==> config.mk <==
export PLATFORM = sky130hd
export DESIGN_NAME = wash_seq_ctrl_flat
export DESIGN_NICKNAME = d
export VERILOG_FILES = /design/src/rtl/wash_seq_ctrl_if.sv /design/src/rtl/wash_seq_ctrl.sv /design/src/flat_wrapper.sv
export SDC_FILE = /design/constraint.sdc
export NUM_CORES = 1
export LEC_CHECK = 0
export BUFFER_PORTS_ARGS = -buffer_cell sky130_fd_sc_hd__buf_2
export CORE_MARGIN = 2
export CORE_UTILIZATION = 48
export CTS_CLUSTER_SIZE = 12
export DETAILED_ROUTE_END_ITERATION = 8
export MAX_ROUTING_LAYER = met4
export PLACE_DENSITY = 0.66
export SLEW_MARGIN = 10
export SYNTH_ARGS = -nofsm -noshare
export SYNTH_HDL_FRONTEND = slang
export SYNTH_SLANG_ARGS = --single-unit
==> constraint.sdc <==
create_clock -name clk -period 2.1 [get_ports clk]
set_input_delay 0.21 -clock clk [delete_from_list [all_inputs] [get_ports clk]]
set_output_delay 0.21 -clock clk [all_outputs]
set_load 0.02 [all_outputs]
==> src/rtl/wash_seq_ctrl_if.sv <==
// Front-panel / motor-driver bundle for the wash sequencer.
// Start handshake: start is sampled together with reps and mode only while busy is low; no ready is returned.
interface wash_seq_ctrl_if #(
    parameter int RW = 4
);
    logic          start;
    logic [RW-1:0] reps;
    logic          mode;
    logic          hold;
    logic          abort;
    logic [1:0]    motor;
    logic          busy;
    logic          done;
    logic [RW-1:0] reps_left;
    logic [2:0]    phase;

    modport master (
        output start, reps, mode, hold, abort,
        input  motor, busy, done, reps_left, phase
    );

    modport slave (
        input  start, reps, mode, hold, abort,
        output motor, busy, done, reps_left, phase
    );
endinterface

==> src/rtl/wash_seq_ctrl.sv <==
// Wash motor sequencer: repeats CW/PAUSE[/CCW/PAUSE] with an internal phase timer,
// supporting hold (freeze), abort and a one-cycle done pulse.
module wash_seq_ctrl #(
    parameter int TW          = 8,
    parameter int CW_TICKS    = 20,
    parameter int CCW_TICKS   = 20,
    parameter int PAUSE_TICKS = 10,
    parameter int RW          = 4
) (
    input  logic            clk,
    input  logic            rst_n,
    wash_seq_ctrl_if.slave  bus
);
    typedef enum logic [2:0] {
        IDLE = 3'd0,
        CW   = 3'd1,
        P1   = 3'd2,
        CCW  = 3'd3,
        P2   = 3'd4
    } state_t;

    state_t        state, state_n;
    logic [TW-1:0] timer, timer_n;
    logic [TW-1:0] last_tick;
    logic [RW-1:0] reps_left_q, reps_n;
    logic          mode_q, mode_n;
    logic          done_q, done_n;
    logic          rep_end;

    always_ff @(posedge clk or negedge rst_n) begin
        if (!rst_n) begin
            state       <= IDLE;
            timer       <= '0;
            reps_left_q <= '0;
            mode_q      <= 1'b0;
            done_q      <= 1'b0;
        end else begin
            state       <= state_n;
            timer       <= timer_n;
            reps_left_q <= reps_n;
            mode_q      <= mode_n;
            done_q      <= done_n;
        end
    end

    always_comb begin
        last_tick = TW'(PAUSE_TICKS - 1);
        case (state)
            CW:      last_tick = TW'(CW_TICKS - 1);
            CCW:     last_tick = TW'(CCW_TICKS - 1);
            default: last_tick = TW'(PAUSE_TICKS - 1);
        endcase
    end

    always_comb begin
        state_n = state;
        timer_n = timer;
        reps_n  = reps_left_q;
        mode_n  = mode_q;
        done_n  = 1'b0;
        rep_end = 1'b0;
        case (state)
            IDLE: begin
                // abort in IDLE suppresses a simultaneous start
                if (bus.start && !bus.abort && bus.reps != '0) begin
                    state_n = CW;
                    timer_n = '0;
                    reps_n  = bus.reps;
                    mode_n  = bus.mode;
                end
            end
            CW, P1, CCW, P2: begin
                if (bus.abort) begin
                    state_n = IDLE;
                    timer_n = '0;
                    reps_n  = '0;
                end else if (!bus.hold) begin
                    if (timer == last_tick) begin
                        timer_n = '0;
                        case (state)
                            CW:      state_n = P1;
                            P1:      if (mode_q) rep_end = 1'b1; else state_n = CCW;
                            CCW:     state_n = P2;
                            default: rep_end = 1'b1;
                        endcase
                    end else begin
                        timer_n = timer + 1'b1;
                    end
                end
            end
            default: begin
                state_n = IDLE;
                timer_n = '0;
                reps_n  = '0;
            end
        endcase

        if (rep_end) begin
            if (reps_left_q == RW'(1)) begin
                state_n = IDLE;
                reps_n  = '0;
                done_n  = 1'b1;
            end else begin
                state_n = CW;
                reps_n  = reps_left_q - 1'b1;
            end
        end
    end

    // Motor is gated by hold combinationally so a pause stops the drum in the same cycle.
    always_comb begin
        bus.motor = 2'd0;
        if (!bus.hold) begin
            case (state)
                CW:      bus.motor = 2'd1;
                CCW:     bus.motor = 2'd2;
                default: bus.motor = 2'd0;
            endcase
        end
    end

    assign bus.busy      = (state != IDLE);
    assign bus.done      = done_q;
    assign bus.reps_left = reps_left_q;
    assign bus.phase     = state;
endmodule

==> src/flat_wrapper.sv <==
// flat-port wrapper written by rule: the top's interface ports become plain ports
module wash_seq_ctrl_flat 
#(
    parameter int TW          = 8,
    parameter int CW_TICKS    = 20,
    parameter int CCW_TICKS   = 20,
    parameter int PAUSE_TICKS = 10,
    parameter int RW          = 4
)
  (clk, rst_n, bus_start, bus_reps, bus_mode, bus_hold, bus_abort, bus_motor, bus_busy, bus_done, bus_reps_left, bus_phase);
  wash_seq_ctrl_if #(.RW(RW)) bus_i ();
  input  logic clk;
  input  logic rst_n;
  input wire logic [$bits(bus_i.start)-1:0] bus_start;
  input wire logic [$bits(bus_i.reps)-1:0] bus_reps;
  input wire logic [$bits(bus_i.mode)-1:0] bus_mode;
  input wire logic [$bits(bus_i.hold)-1:0] bus_hold;
  input wire logic [$bits(bus_i.abort)-1:0] bus_abort;
  output wire logic [$bits(bus_i.motor)-1:0] bus_motor;
  output wire logic [$bits(bus_i.busy)-1:0] bus_busy;
  output wire logic [$bits(bus_i.done)-1:0] bus_done;
  output wire logic [$bits(bus_i.reps_left)-1:0] bus_reps_left;
  output wire logic [$bits(bus_i.phase)-1:0] bus_phase;
  assign bus_i.start = bus_start;
  assign bus_i.reps = bus_reps;
  assign bus_i.mode = bus_mode;
  assign bus_i.hold = bus_hold;
  assign bus_i.abort = bus_abort;
  assign bus_motor = bus_i.motor;
  assign bus_busy = bus_i.busy;
  assign bus_done = bus_i.done;
  assign bus_reps_left = bus_i.reps_left;
  assign bus_phase = bus_i.phase;
  wash_seq_ctrl #(.TW(TW), .CW_TICKS(CW_TICKS), .CCW_TICKS(CCW_TICKS), .PAUSE_TICKS(PAUSE_TICKS), .RW(RW)) u_core (.clk(clk), .rst_n(rst_n), .bus(bus_i));
endmodule
==> impl_results.md <==
* Share of cells above drive strength 1 at 31.8%
* Post-route clock period utilization at 95.6%
* Seq/Total Area, Yosys at 35.9%
* Worst path required time at 2280 ps
* Synth Area in Compound Gates at 25.3%
* Endpoints failing setup at 0
* Post-synthesis simple-gate area fraction at 24.1%
* Antenna violations before repair at 0
* Flops & latches, synth at 17
* Arr. time, crit path at 2190 ps
* CP top delay family: simple AND/OR/NAND/NOR gates
* GPL Wtd Cong at 0.875
* Peak VDD IR at 0.000734 V
* Synth Warn # at 0
* Num CTS Buffers at 3
* Tmin final at 2010 ps
* Core Region at 0.00228 mm²
* Post-synthesis adder-cell area fraction at 3.17%
* Die W at 53.7 µm
* Mapped Avg Cell Area at 10.0 µm²
* CTS max path bufs at 2
* Unrepaired setup endpoints after global routing: false
* Overall Power at 1.60 mW
* Row count at 17
* Fin Clk Skew at 2.48 ps
* Total negative slack at 0 ps
* Worst rel slew slack at 72.6%
* Status: complete, no violations
* Worst-Skew Late Latency at 290 ps
* Seq. cell area at 425 µm²
* Layout Nets at 162
* Main combinational cell family by area after synthesis: compound AO/OA/AOI/OAI gates
* EDFF count, synth at 0
* Drt initial violations at 22
* CTS tree: done
* H-tree levels at 1
* Synth cell types at 45
* Critical path launch point type: register
* Routed WL per cell at 15.0 µm
* Synth-to-layout area growth at 18.8%
* Crit path cell chain: or4b_4 -> nor3_4 -> o211a_4 -> o21ai_2 -> mux2_1
* Post-Route WL at 2650 µm
* Max Slew Vio Count at 0
* PD cells at 1140 mW/mm²
* Post-Synth XOR/XNOR Area at 0.740%
* Vias post-DR at 1041
* Synth Flop Type: dfrtp_1
* Post-DP HPWL at 2070 µm
* Vias per cell at 5.91
* Max-Cap Viols at 0
* Crit. End Element: register
* Crit path max-delay cell type: or4b_4
* Pleak at 0.649 nW
* Multiplexer share of the synthesized area at 7.61%
* Endpoints failing hold at 0
* IO buf count at 20
* Full die area at 0.00288 mm²
* Grt ovf at 0
* CTS root buf: clkbuf_4
* First-pass GRT wire length at 4400 µm
* CTS Sinks at 17
* Crit path max fanout at 6
* Tightest Hold Check Type: in2reg
* Syn Inst Count at 118
* Area of the multi-input gates at 726 µm²
* Synth Cell Area at 0.00118 mm²
* # DRC at 0
* Routed Antenna Nets at 0
* Post-synth ARST share at 100%
* Starting Density at 52.0%
* Reg clk slew, reported paths at 110 ps
* # IOs at 21
* Buf/Inv on CP at 0
* Fill cells at 214
* Syn Nets at 131
* CP peak stage delay at 610 ps
* Ant diodes at 0
* Global-route usage over all layers at 21.6%
* Pin count of the biggest net entering global routing at 18
* Critical path type: reg2reg
* Least-Margin Pin Slew at 412 ps
* Die Y at 53.7 µm
* Number of global-route vias before repair at 998
* First-pass DRT Iterations at 4
* Max Clk Rate at 498 MHz
synthesized netlist by cell type, types with 3 or more instances:
library cell / n / area (µm²)
a22o_1: 3 / 26.3
o21bai_1: 3 / 22.5
inv_1: 6 / 22.5
mux2i_1: 3 / 30.0
dfrtp_1: 17 / 425
buf_2: 3 / 15.0
nand3b_1: 3 / 22.5
o31ai_1: 4 / 30.0
nand2b_1: 3 / 18.8
nor3_1: 4 / 20.0
and3_1: 3 / 18.8
nand2_1: 7 / 26.3
nor2b_1: 4 / 25.0
o21ai_0: 4 / 20.0
a2bb2oi_1: 3 / 26.3
nand3_1: 3 / 15.0
mux2_2: 3 / 33.8
ha_1: 3 / 37.5
nor2_1: 3 / 11.3
o2bb2ai_1: 3 / 26.3
nor3b_1: 3 / 22.5
state kept, by name, summed over array words and instances, names as in the netlist:
| name | count |
|---|---|
| u_core.bus.phase | 3 |
| u_core.bus.done | 1 |
| u_core.timer | 8 |
| u_core.bus.reps_left | 4 |
| u_core.mode_q | 1 |
timing repair:
item	CTS	global route
hold buffers	1	0
resized for setup	0	1
setup buffers	0	0
hold endpoints to repair	17	0
setup endpoints to repair	0	3
cell families after synthesis:
family,Yosys count
buffers and inverters,9
adders and majority gates,3
xor gates and xnor gates,1
DFF,17
and+or+nand+nor,44
muxes,8
AOI/OAI and AO/OA,36
per-stage QoR:
stage	std cells	hold slack [ps]	setup WS, ps	area [µm²]	utilization [%]
final	176	144	93.4	1410	61.8
after global routing	176	139	18.4	1410	61.8
after CTS	176	146	73.7	1400	61.6
after detailed placement	171	155	83.5	1360	59.9
after global placement	171	152	167	1360	59.9
after floorplan	118	-85.6	123	1180	-
cells in the final DEF (no fill, tap or decap), types with 4 or more instances in the layout:
master   instances
nor2b_1          4
buf_2           20
buf_4            8
nor3_1           4
dfrtp_1         17
o21ai_0          4
o31ai_1          4
inv_1            6
nand2_1          7
area by class of cell:
cell class,count,area share (%)
Multi-Input combinational cell,92,51.6
Inverter,6,1.60
Clock buffer,3,1.60
Tap cell,28,2.49
Sequential cell,17,30.2
Timing Repair Buffer,29,12.1
Clock inverter,1,0.356
path summary, 6_finish.rpt:
path | startpoint | endpoint | slack (ps) | cells after the start
setup / recovery | u_core.timer[5] | u_core.bus.reps_left[0] | 90 | 5
hold / removal | bus_mode | u_core.mode_q | 140 | 2
setup reg to reg | u_core.timer[5] | u_core.bus.reps_left[0] | 90 | 5
hold reg to reg | u_core.timer[0] | u_core.timer[0] | 560 | 1
max in group asynchronous | rst_n | u_core.timer[2] | 1470 | 2
min in group asynchronous | rst_n | u_core.bus.reps_left[3] | 360 | 2
power breakdown:
| part | switching (mW) | internal, mW |
|---|---|---|
| Sequential | 0.116 | 0.401 |
| Clock | 0.109 | 0.0707 |
| Combinational | 0.498 | 0.406 |
| Total | 0.723 | 0.878 |
metal layers:
layer  vias up  track usage, %  routed length (µm)
met2        21            35.2                1240
met3         2            2.50                  86
met5         -               -                   0
met1       499            28.3                1300
met4         0            5.98                  17
li1        519               -                   -
(Power assumes the default switching activity.)
